**src/rtl/tcdm_burst_rsp_sequencer.sv**
```systemverilog
// Orders per-lane TCDM responses by burst issue order; grouped bursts release all lanes at once.
// Response to out_valid takes at least 1 cycle; lanes stall via rsp_ready_o, the group handshake uses out_ready_i[0].
module tcdm_burst_rsp_sequencer #(
  parameter int unsigned RspGF         = 4,
  parameter int unsigned MaxBursts     = 4,
  parameter int unsigned TimeoutCycles = 16,
  parameter type         rsp_payload_t = logic
) (
  input  logic                           clk_i,
  input  logic                           rst_i,
  input  logic                           burst_valid_i,
  input  logic                           burst_group_i,
  output logic                           burst_ready_o,
  input  rsp_payload_t [RspGF-1:0]       rsp_payload_i,
  input  logic [RspGF-1:0]               rsp_valid_i,
  output logic [RspGF-1:0]               rsp_ready_o,
  output rsp_payload_t [RspGF-1:0]       out_payload_o,
  output logic [RspGF-1:0]               out_valid_o,
  input  logic [RspGF-1:0]               out_ready_i,
  output logic                           group_o,
  output logic                           timeout_o,
  output logic [$clog2(MaxBursts+1)-1:0] pending_o
);

  localparam int unsigned CW = $clog2(MaxBursts + 1);
  localparam int unsigned PW = (MaxBursts > 1) ? $clog2(MaxBursts) : 1;
  localparam int unsigned TW = (TimeoutCycles > 0) ? $clog2(TimeoutCycles + 1) : 1;

  if (RspGF < 2 || (RspGF & (RspGF - 1)) != 0) begin : g_bad_rspgf
    $error("RspGF must be a power of two greater than one");
  end
  if (MaxBursts < 1) begin : g_bad_maxbursts
    $error("MaxBursts must be at least one");
  end

  typedef enum logic [1:0] {IDLE, COLLECT, GROUP_OUT, PASS} state_e;

  state_e                   state_q;
  logic [RspGF-1:0]         held_q, done_q;
  rsp_payload_t [RspGF-1:0] data_q;
  logic [MaxBursts-1:0]     grp_q;
  logic [PW-1:0]            rd_ptr_q, wr_ptr_q, rd_nxt, wr_nxt;
  logic [CW-1:0]            cnt_q;
  logic [TW-1:0]            to_cnt_q;
  logic                     timeout_q;

  logic [RspGF-1:0] acc, hs;
  logic             full, push, pop, all_in, next_vld, next_grp;
  state_e           next_head;

  assign full          = (cnt_q == CW'(MaxBursts));
  assign burst_ready_o = !full;
  assign push          = burst_valid_i & !full;
  assign rsp_ready_o   = (state_q != IDLE) ? ~(held_q | done_q) : '0;
  assign acc           = rsp_valid_i & rsp_ready_o;
  assign all_in        = &(held_q | acc);
  assign hs            = (state_q == PASS) ? (held_q & out_ready_i) : '0;
  assign rd_nxt        = (rd_ptr_q == PW'(MaxBursts - 1)) ? '0 : rd_ptr_q + PW'(1);
  assign wr_nxt        = (wr_ptr_q == PW'(MaxBursts - 1)) ? '0 : wr_ptr_q + PW'(1);

  // The entry pushed this cycle becomes head when the popped burst was the only one.
  assign next_vld  = (cnt_q > CW'(1)) | push;
  assign next_grp  = (cnt_q > CW'(1)) ? grp_q[rd_nxt] : burst_group_i;
  assign next_head = !next_vld ? IDLE : (next_grp ? COLLECT : PASS);

  always_comb begin
    pop         = 1'b0;
    out_valid_o = '0;
    unique case (state_q)
      GROUP_OUT: begin
        pop         = out_ready_i[0];
        out_valid_o = '1;
      end
      PASS: begin
        pop         = &(done_q | hs);
        out_valid_o = held_q;
      end
      default: begin
        pop         = 1'b0;
        out_valid_o = '0;
      end
    endcase
  end

  for (genvar i = 0; i < RspGF; i++) begin : g_out
    assign out_payload_o[i] = held_q[i] ? data_q[i] : rsp_payload_t'('0);
  end

  assign group_o   = (state_q == GROUP_OUT);
  assign timeout_o = timeout_q;
  assign pending_o = cnt_q;

  always_ff @(posedge clk_i or posedge rst_i) begin
    if (rst_i) begin
      state_q   <= IDLE;
      held_q    <= '0;
      done_q    <= '0;
      data_q    <= '0;
      grp_q     <= '0;
      rd_ptr_q  <= '0;
      wr_ptr_q  <= '0;
      cnt_q     <= '0;
      to_cnt_q  <= '0;
      timeout_q <= 1'b0;
    end else begin
      timeout_q <= 1'b0;
      if (push) begin
        grp_q[wr_ptr_q] <= burst_group_i;
        wr_ptr_q        <= wr_nxt;
      end
      if (pop) rd_ptr_q <= rd_nxt;
      if (push && !pop)      cnt_q <= cnt_q + CW'(1);
      else if (pop && !push) cnt_q <= cnt_q - CW'(1);
      for (int i = 0; i < RspGF; i++) begin
        if (acc[i]) data_q[i] <= rsp_payload_i[i];
      end

      unique case (state_q)
        IDLE: begin
          if (push) state_q <= burst_group_i ? COLLECT : PASS;
        end
        COLLECT: begin
          held_q <= held_q | acc;
          // A last lane landing on the timeout cycle still wins the grouped release.
          if (all_in) begin
            state_q  <= GROUP_OUT;
            to_cnt_q <= '0;
          end else if ((TimeoutCycles > 0) && (to_cnt_q == TW'(TimeoutCycles - 1))) begin
            state_q   <= PASS;
            timeout_q <= 1'b1;
            to_cnt_q  <= '0;
          end else begin
            to_cnt_q <= to_cnt_q + TW'(1);
          end
        end
        GROUP_OUT: begin
          if (pop) begin
            held_q   <= '0;
            done_q   <= '0;
            to_cnt_q <= '0;
            state_q  <= next_head;
          end
        end
        PASS: begin
          if (pop) begin
            held_q   <= '0;
            done_q   <= '0;
            to_cnt_q <= '0;
            state_q  <= next_head;
          end else begin
            held_q <= (held_q & ~hs) | acc;
            done_q <= done_q | hs;
          end
        end
        default: state_q <= IDLE;
      endcase
    end
  end

endmodule

```
**config.mk**
```make
export PLATFORM = sky130hd
export DESIGN_NAME = tcdm_burst_rsp_sequencer
export DESIGN_NICKNAME = d
export VERILOG_FILES = /design/src/rtl/tcdm_burst_rsp_sequencer.sv
export SDC_FILE = /design/constraint.sdc
export NUM_CORES = 1
export LEC_CHECK = 0
export CORE_MARGIN = 2
export CORE_UTILIZATION = 52
export CTS_BUF_LIST = sky130_fd_sc_hd__clkbuf_16
export DETAILED_ROUTE_END_ITERATION = 10
export GPL_TIMING_DRIVEN = 0
export PLACE_DENSITY = 0.8
export SETUP_SLACK_MARGIN = 0.02
export SYNTH_ARGS = -nofsm -noshare
export SYNTH_HDL_FRONTEND = slang
export SYNTH_SLANG_ARGS = --single-unit
```
**constraint.sdc**
```tcl
create_clock -name clk_i -period 2.6 [get_ports clk_i]
set_clock_uncertainty 0.15 [all_clocks]
set_input_delay 0.26 -clock clk_i [delete_from_list [all_inputs] [get_ports clk_i]]
set_output_delay 0.26 -clock clk_i [all_outputs]
set_load 0.01 [all_outputs]
```
## Yosys cells after proc, flatten, opt, wreduce, memory -nomap -nowiden

Cells that the tools add are included.

- Shift-type cells: 0
- Multipliers: 0
- Divide/modulo/power cells: 0
- Add/sub/neg operators: 5
- Magnitude comparators: 4
- Bitwise logic cells: 11
- Mux-type cells: 38
- Reductions and logical operators: 19
- Equal/unequal tests: 11

Operator list:

| cell | number |
|---|---|
| $mux 4 | 5 |
| $mux 2 | 9 |
| $or 4x4->4 | 4 |
| $pmux 4 s2 | 2 |
| $mux 5 | 3 |
| $and 4x4->4 | 3 |
| $pmux 4 s3 | 1 |
| $mux 1 | 10 |
| $pmux 5 s2 | 1 |
| $eq 2x2->1 const B | 4 |
| $not 4->4 | 2 |
| $reduce_and 4->1 | 2 |
| $reduce_bool 2->1 | 4 |
| $lt 2x3->1 const B | 2 |
| $mux 3 | 2 |
| $pmux 2 s3 | 1 |
| $reduce_and 2->1 | 3 |
| $add 5x1->5 const B | 1 |
| $eq 5x4->1 const B | 1 |
| $add 2x1->2 const B | 2 |
| $bwmux 4 | 1 |
| $ne 2x1->1 const B | 2 |
| $add 3x1->3 const B | 1 |
| $eq 3x3->1 const B | 1 |
| 17 further kinds | 21 |

- Latch bits: 0
- Logic and storage cells: 101
- Output and inout port bits: 18
- Memory bits (read-only): 0
- Flip-flop bits (word level): 31
- Memories: 0
- Bits of input ports: 16
- Memory bits (writable): 0

## Depth between registers and ports, before layout

Gate-level depths: netlist of the first run.

- Depth in word-level cells: 9
- Gate-level depth with buffers: 9
- Mapped depth without buffers: 9

## Least setup slack after synthesis of the first run

OpenSTA, ideal clock, no wires.

- Path kind: reg2reg
- Start point: reg state_q[0]
- End point: reg cnt_q[2] (netlist: pending_o[2])
- Period minus slack after synthesis: 2.260 ns
- Buffers on the path: 2
- Setup slack: 0.340 ns
- Arrival time: 1.983 ns
- Data required time: 2.323 ns
- Cell stages (with the launch flop): 10
- Cell sequence: dfrtp_1 > and2_2 > buf_6 > a31o_1 > a32oi_2 > buf_4 > ha_1 > mux2i_1 > nor2_1 > xor2_1

- Cells in the longest elaborated chain, start to end: 8
- Elaborated cells between the ends (all ways): 11

Ends and longest elaborated chain:

| element | line | RTL |
|---|---|---|
| start, declared | 38 | `state_e state_q;` |
| start signal, assigned | 120 | `if (push) state_q <= burst_group_i ? COLLECT : PASS;` |
| start signal, assigned | 141 | `state_q <= next_head;` |
| start signal, assigned | 149 | `state_q <= next_head;` |
| $eq 2x2->1 | 57, 69 |  |
| $mux 4 | 57 | `assign hs = (state_q == PASS) ? (held_q & out_ready_i) : '0;` |
| $or 4x4->4 | 75 | `pop = &(done_q \| hs);` |
| $reduce_and 4->1 | 75 |  |
| $pmux 1 s2 (*) | 69 | `unique case (state_q)` |
| $logic_not 1->1 | 112 | `if (push && !pop) cnt_q <= cnt_q + CW'(1);` |
| $logic_and 1x1->1 | 112 |  |
| $mux 3 / $reduce_bool 2->1 (equally long branches) | n/a |  |
| end signal, assigned | 112 |  |
| end signal, assigned | 113 | `else if (pop && !push) cnt_q <= cnt_q - CW'(1);` |
| end, declared | 43 | `logic [CW-1:0] cnt_q;` |

Every way passes the cells marked *; elsewhere a longest branch is shown, timed or not.
A chain may end at the register's enable or synchronous reset.

## Final worst setup path of the first run

- Start point: in out_ready_i[0]
- End point: reg cnt_q[2] (netlist: pending_o[2])

- Cells in the longest elaborated chain, start to end: 8
- Elaborated cells between the ends (all ways): 10

Ends and longest elaborated chain:

| element | line | RTL |
|---|---|---|
| start, declared | 19 | `input logic [RspGF-1:0] out_ready_i,` |
| $and 4x4->4 | 57 |  |
| $mux 4 | 57 |  |
| $or 4x4->4 | 75 |  |
| $reduce_and 4->1 | 75 |  |
| $pmux 1 s2 (*) | 69 |  |
| $logic_not 1->1 | 112 |  |
| $logic_and 1x1->1 | 112 |  |
| $mux 3 / $reduce_bool 2->1 (equally long branches) | n/a |  |

Marks and branches as above.

==> flow_metrics.py, run 1 <==
metrics = {
    "synthesis": {
        "synth_cell_type_count": 49,
        "synth_top_family_by_area": "compound AO/OA/AOI/OAI gates",
        "yosysTopAreaCell": "dfrtp_1",
        "synth_compound_area_share_pct": 20.6,
        "synth_area_um2": 1830,
        "ys.warnings.count": 0,
        "synth_simple_gate_area_share_pct": 17.3,
        "synthXorXnorAreaFrac_pct": 1.44,
        "synth_nets": 208,
        "synth.area.mux_share_pct": 5.48,
        "netlist_top_cells_area": "dfrtp_1 (42%), ha_1 (7.5%), nand2_1 (3.9%)",
        "synth-main-ff-cell": "dfrtp_1",
        "synth_edf_count": 0,
        "synthArstFlopShare_pct": 100,
        "synth_seq_area_share_pct": 42.5,
        "avgSynthCellArea_um2": 10.1,
        "ys_ff_latch": 31,
        "synth_fa_ha_area_share_pct": 7.53,
        "synthCells": 181,
        "yosysTopAreaCellShare_pct": 42.5,
    },
    "die": {
        "io_pins": 34,
        "fp.dieW_um": 63.3,
        "rows": 21,
        "core_um2": 3360,
        "start_util_pct": 54.3,
        "die_y_um": 63.3,
        "die_area_um2": 4000,
    },
    "routing": {
        "wl_per_cell_um": 16.0,
        "via_per_inst": 5.79,
        "antenna_left": 0,
        "routed_wl_um": 4280,
        "dr.first_iter.drc_count": 98,
        "drtPass1Iterations": 5,
        "vias": 1552,
        "drc": 0,
    },
    "status": {
        "status": "finished clean",
    },
    "clock_tree": {
        "cts-root-buf": "clkbuf_16",
        "clock-sinks": 31,
        "cts_buffer_depth": 2,
        "clk_pin_slew_ps": 50,
        "numCtsBuffers": 5,
        "htreeDepth": 2,
        "cts_hold_buf": 0,
        "cts_tree": "built",
        "cts_post_setup_buffers_inserted": 0,
        "clk_latency_ps": 280,
    },
    "cells_and_area": {
        "seq_area_um2": 776,
        "n_fill_cell": 257,
        "nets": 248,
        "mostFrequentLayoutCells": "clkdlybuf4s50_1 (33), dfrtp_1 (31), nand2_1 (19), inv_1 (12), a21oi_1 (12)",
        "final_design_area_no_fill_um2": 2370,
        "num_antenna_cells": 0,
        "synthToLayoutAreaGrowth_pct": 29.5,
        "layout_commonest_cell": "clkdlybuf4s50_1",
        "multiInputGateArea_um2": 968,
        "drive_gt1_share_pct": 11.3,
    },
    "critical_path": {
        "cp.arrival_ps": 2480,
        "cp-end-kind": "register",
        "worst-r2r-cell-count": 9,
        "crit_path_start_kind": "primary input",
        "worstPathRequired_ps": 2600,
        "critical_path.endpoint": "pending_o[2]$_DFFE_PP0P_",
        "rrSetupSlack_ps": 130,
        "crit_type": "primary input to register",
        "crit_start": "out_ready_i[0]",
        "crit-reg2reg-capture": "pending_o[2]$_DFFE_PP0P_",
        "r2r_start": "state_q[0]$_DFFE_PP0P_",
        "cp_max_fo": 10,
    },
    "placed_design": {
        "place_congestion": 0.828,
        "place_hpwl_um": 3020,
        "dpl_cell_area_um2": 2210,
        "place_ws_ps": -37.9,
        "port_buffers": 33,
    },
    "timing": {
        "drv_slew": 0,
        "worst_slack_ps": 118,
        "worst_pin_slew_ps": 1190,
        "fmaxAchievable_mhz": 403,
        "hold_violations": 0,
        "setup_viol": 0,
        "tns_ps": 0,
        "fin_crit_sh_pct": 95.5,
        "fin_crit_ps": 2480,
        "slew_headroom_pct": 20.5,
        "rsz0062_at_grt": "false",
        "whs_ps": 335,
    },
    "global_route": {
        "grt_pass1_vias": 1555,
        "grt_max_degree": 32,
        "grt-ovfl-total": 0,
        "track_usage_pct": 23.1,
        "antenna_found_initial": 0,
        "grt_pass1_wl_um": 7160,
    },
    "run": {
        "maxCapViolCount": 0,
    },
    "pwr": {
        "power_leakage_nw": 1.05,
        "ir_drop_uv": 543,
        "power_density_nw_per_um2": 1200,
    },
    "min_path": {
        "holdCritStartpoint": "to_cnt_q[4]$_DFFE_PP0P_",
        "min_path_type": "register to register",
    },
}
## synthesized netlist by cell type, types with 2 or more instances
| master | count |
|---|---|
| dfrtp_1 | 31 |
| nand2_1 | 19 |
| a21oi_1 | 12 |
| ha_1 | 11 |
| inv_1 | 11 |
| o21ai_0 | 10 |
| nor3_1 | 9 |
| and2_1 | 8 |
| nor2_1 | 6 |
| mux2_2 | 5 |
| a32o_1 | 4 |
| nor2b_1 | 4 |
| a21o_1 | 3 |
| a31oi_1 | 3 |
| buf_6 | 3 |
| nor3b_1 | 3 |
| a211o_1 | 2 |
| a211oi_1 | 2 |
| and3_2 | 2 |
| clkinv_1 | 2 |
| nand3_1 | 2 |
| xor2_1 | 2 |
## worst max-delay path, stage by stage
cell and delay [ps]:
clkdlybuf4s50_1 660, nand2_1 140, a211oi_1 440, a32oi_4 220
buf_6 190, ha_1 220, mux2i_1 160, nor2_1 60
xor2_1 140
## cell type report
| type | count | share of cell area (%) |
|---|---|---|
| Sequential cell | 31 | 32.8 |
| Clock inverter | 3 | 0.476 |
| Timing Repair Buffer | 33 | 14.0 |
| Clock buffer | 5 | 5.29 |
| Tap cell | 46 | 2.43 |
| Inverter | 13 | 2.06 |
| Multi-Input combinational cell | 132 | 40.9 |
| Buffer | 5 | 2.06 |
## logic make-up (layout without fill, tap and decap cells)
| logic type | Yosys count | count (layout) |
|---|---|---|
| flops | 31 | 31 |
| compound gates | 49 | 49 |
| buf+inv | 18 | 59 |
| xor+xnor | 3 | 3 |
| mux | 8 | 8 |
| simple gates | 61 | 61 |
| fa+ha+maj | 11 | 11 |
## layer usage
layer / GRT usage [%] / share of wire, %
met5: 0 / 0
met4: 7.88 / 1.4
met3: 6.96 / 6.8
met1: 26.9 / 41
met2: 40.4 / 51
## repair_timing
action,4_1_cts,5_1_grt
gates resized for setup,0,2
endpoints found under the hold margin,0,0
endpoints found under the setup margin,0,1
## power breakdown
group	switching, mW	internal, mW	total, mW	leakage, nW
logic	0.680	0.731	1.41	0.598
registers	0.207	0.687	0.894	0.381
clock network	0.194	0.343	0.537	0.0701
total	1.08	1.76	2.84	1.05
## sequential cells by signal, indices dropped and copies added (netlist names)
register / cells
rd_ptr_q: 2
data_q: 4
to_cnt_q: 5
state_q: 2
done_q: 4
wr_ptr_q: 2
held_q: 4
grp_q: 4
timeout_o: 1
pending_o: 3
## worst min-delay path by stage
stage,to,slack [ps],depth (start not counted)
final,timeout_o$_DFF_PP0_,330,1
after global routing,timeout_o$_DFF_PP0_,360,1
after CTS,timeout_o$_DFF_PP0_,340,1
after floorplan,data_q[0]$_DFFE_PP0P_,210,1
after detailed placement,timeout_o$_DFF_PP0_,320,1
after global placement,timeout_o$_DFF_PP0_,300,1
## metrics by stage
stage,power (mW),util (%),std cells
detailed placement,2.27,65.8,260
global route,3.05,70.3,268
floorplan,1.75,-,181
global placement,2.19,65.8,260
finish,2.84,70.3,268
CTS,2.83,69.9,268
Note: power is estimated with default switching activity, not from simulation.
==> inputs of run 2 (changes only) <==
--- a/config.mk
+++ b/config.mk
@@ -6,11 +6,11 @@
 export NUM_CORES = 1
 export LEC_CHECK = 0
 export CORE_MARGIN = 2
-export CORE_UTILIZATION = 52
+export CORE_UTILIZATION = 47
 export CTS_BUF_LIST = sky130_fd_sc_hd__clkbuf_16
 export DETAILED_ROUTE_END_ITERATION = 10
 export GPL_TIMING_DRIVEN = 0
-export PLACE_DENSITY = 0.8
+export PLACE_DENSITY = 0.76
 export SETUP_SLACK_MARGIN = 0.02
 export SYNTH_ARGS = -nofsm -noshare
 export SYNTH_HDL_FRONTEND = slang
==> constraint.sdc (replaced) <==
create_clock -name clk_i -period 2.05 [get_ports clk_i]
set_clock_uncertainty 0.15 [all_clocks]
set_input_delay 0.205 -clock clk_i [delete_from_list [all_inputs] [get_ports clk_i]]
set_output_delay 0.205 -clock clk_i [all_outputs]
set_load 0.01 [all_outputs]
==> run 2 against run 1 <==
Net effect: sequential cell count stayed put; via count is 1.6% higher; die area is 10% higher; utilization is 0.95 points higher; final area is 11% higher; sequential power is 30% higher; sequential share of layout area is 3.1 points lower; global-route usage is 2.0 points lower; critical path depth is 1 lower; count of clock-buffer cells in the layout stayed put; critical path type is now register to register; largest cell class unchanged.
==> flow_metrics.py, run 2 (synthesis results as in run 1) <==
metrics = {
    "global_route": {
        "grt_pass1_vias": 1567,
        "antenna_found_initial": 0,
        "track_usage_pct": 21.1,
        "grt_max_degree": 32,
        "grt-ovfl-total": 0,
        "grt_pass1_wl_um": 6960,
    },
    "cells_and_area": {
        "layout_commonest_cell": "dfrtp_1",
        "drive_gt1_share_pct": 24.5,
        "nets": 263,
        "synthToLayoutAreaGrowth_pct": 44.0,
        "num_antenna_cells": 0,
        "regMostFlops": "to_cnt_q",
        "final_util_pct": 71.3,
        "fin_cells": 285,
        "mostFrequentLayoutCells": "dfrtp_1 (28), clkdlybuf4s50_1 (26), nand2_1 (18), buf_4 (14), inv_1 (12)",
        "n_fill_cell": 269,
        "largest_reg_flops": 5,
    },
    "clock_tree": {
        "numCtsBuffers": 5,
        "clk_latency_ps": 280,
        "cts_tree": "built",
        "cts-root-buf": "clkbuf_16",
        "clk_pin_slew_ps": 50,
        "clock-sinks": 31,
        "cts_buffer_depth": 2,
        "cts_hold_buf": 0,
        "htreeDepth": 2,
    },
    "routing": {
        "antenna_left": 0,
        "drc": 0,
        "routed_wl_um": 4510,
        "vias": 1577,
        "dr.first_iter.drc_count": 105,
        "wl_per_cell_um": 15.8,
        "drtPass1Iterations": 4,
        "via_per_inst": 5.53,
    },
    "status": {
        "status": "finished clean",
    },
    "placed_design": {
        "dp.cells": 262,
        "place_congestion": 0.873,
        "place_hpwl_um": 2970,
        "port_buffers": 33,
    },
    "critical_path": {
        "crit_path_start_kind": "register",
        "cp-end-kind": "register",
        "cp_max_fo": 5,
        "worstPathRequired_ps": 2050,
        "cp.arrival_ps": 2030,
        "crit_type": "register to register",
    },
    "die": {
        "die_y_um": 66.3,
        "start_util_pct": 49.5,
        "die_area_um2": 4400,
        "io_pins": 34,
        "fp.dieW_um": 66.3,
        "rows": 22,
        "core_um2": 3690,
    },
    "timing": {
        "fin_crit_sh_pct": 98.9,
        "drv_slew": 0,
        "slew_headroom_pct": 19.6,
        "hold_violations": 0,
        "fin_crit_ps": 2030,
        "whs_ps": 316,
        "rsz0062_at_grt": "true",
        "worst_pin_slew_ps": 1200,
        "fmaxAchievable_mhz": 493,
        "setup_viol": 0,
    },
    "min_path": {
        "min_path_type": "register to register",
    },
    "pwr": {
        "power_density_nw_per_um2": 1490,
        "power_mw": 3.91,
        "ir_drop_uv": 824,
        "power_leakage_nw": 1.21,
    },
    "run": {
        "maxCapViolCount": 0,
    },
}
## run 2: cell types whose count changed in the layout (fill, tap and decap cells not counted), moves of 3 or more
cell | previous run | this run
buf_4 | 0 | 14
clkdlybuf4s50_1 | 33 | 26
dfrtp_1 | 31 | 28
a21oi_4 | 0 | 3
dfrtp_2 | 0 | 3
dlymetal6s2s_1 | 0 | 6
a21oi_1 | 12 | 9
## run 2: layout make-up
| type | instances | area, um2 | area share [%] |
|---|---|---|---|
| Clock inverter | 3 | 11.3 | 0.428 |
| Buffer | 4 | 38.8 | 1.47 |
| Sequential cell | 31 | 779 | 29.6 |
| Tap cell | 48 | 60.1 | 2.28 |
| Timing Repair Buffer | 49 | 480 | 18.3 |
| Inverter | 13 | 57.6 | 2.19 |
| Clock buffer | 5 | 125 | 4.76 |
| Multi-Input combinational cell | 132 | 1080 | 41.0 |
## run 2: through the flow
step / area, um2 / TNS, ps / setup slack, ps
finish: 2630 / 0 / 22.6
global route: 2630 / -112 / -37.5
CTS: 2520 / 0 / 22.6
detailed placement: 2250 / -4340 / -483
global placement: 2250 / -4030 / -470
floorplan: 1860 / -53.3 / -53.3
## run 2: repair_timing
item	4_1_cts	5_1_grt
buffers inserted	9	7
hold endpoints to repair	0	0
resized for setup	16	15
pin swaps	6	8
endpoints found under the setup margin	16	18
## run 2: path summary, 6_finish.rpt
| kind | startpoint | cells past startpoint | to | slack [ps] |
|---|---|---|---|---|
| max in group asynchronous | rst_i | 2 | held_q[0]$_DFFE_PP0P_ | 540 |
| min | to_cnt_q[4]$_DFFE_PP0P_ | 1 | timeout_o$_DFF_PP0_ | 320 |
| max reg2reg | state_q[0]$_DFFE_PP0P_ | 8 | pending_o[2]$_DFFE_PP0P_ | 20 |
| min reg2reg | to_cnt_q[4]$_DFFE_PP0P_ | 1 | timeout_o$_DFF_PP0_ | 320 |
| max | state_q[0]$_DFFE_PP0P_ | 8 | pending_o[2]$_DFFE_PP0P_ | 20 |
| min in group asynchronous | rst_i | 2 | pending_o[2]$_DFFE_PP0P_ | 410 |
## run 2: power by group
part | switching [mW] | internal, mW | leakage, nW
Sequential | 0.284 | 0.876 | 0.378
Combinational | 0.961 | 1.11 | 0.762
Clock | 0.241 | 0.435 | 0.0701
Total | 1.49 | 2.42 | 1.21
## run 2: per-layer routing
| metal | global-route usage, % | share of wire, % |
|---|---|---|
| met3 | 5.62 | 5.5 |
| met2 | 36.6 | 51 |
| met4 | 9.95 | 1.9 |
| met5 | 0 | 0 |
| met1 | 24.0 | 42 |
## run 2: critical path: stages, from the launching register on
cell and delay, ps:
dfrtp_1 410, and2_4 180, a31o_4 240, a32oi_4 250, buf_6 150, ha_4 140
mux2i_1 180, nor2_1 70, xor2_1 140
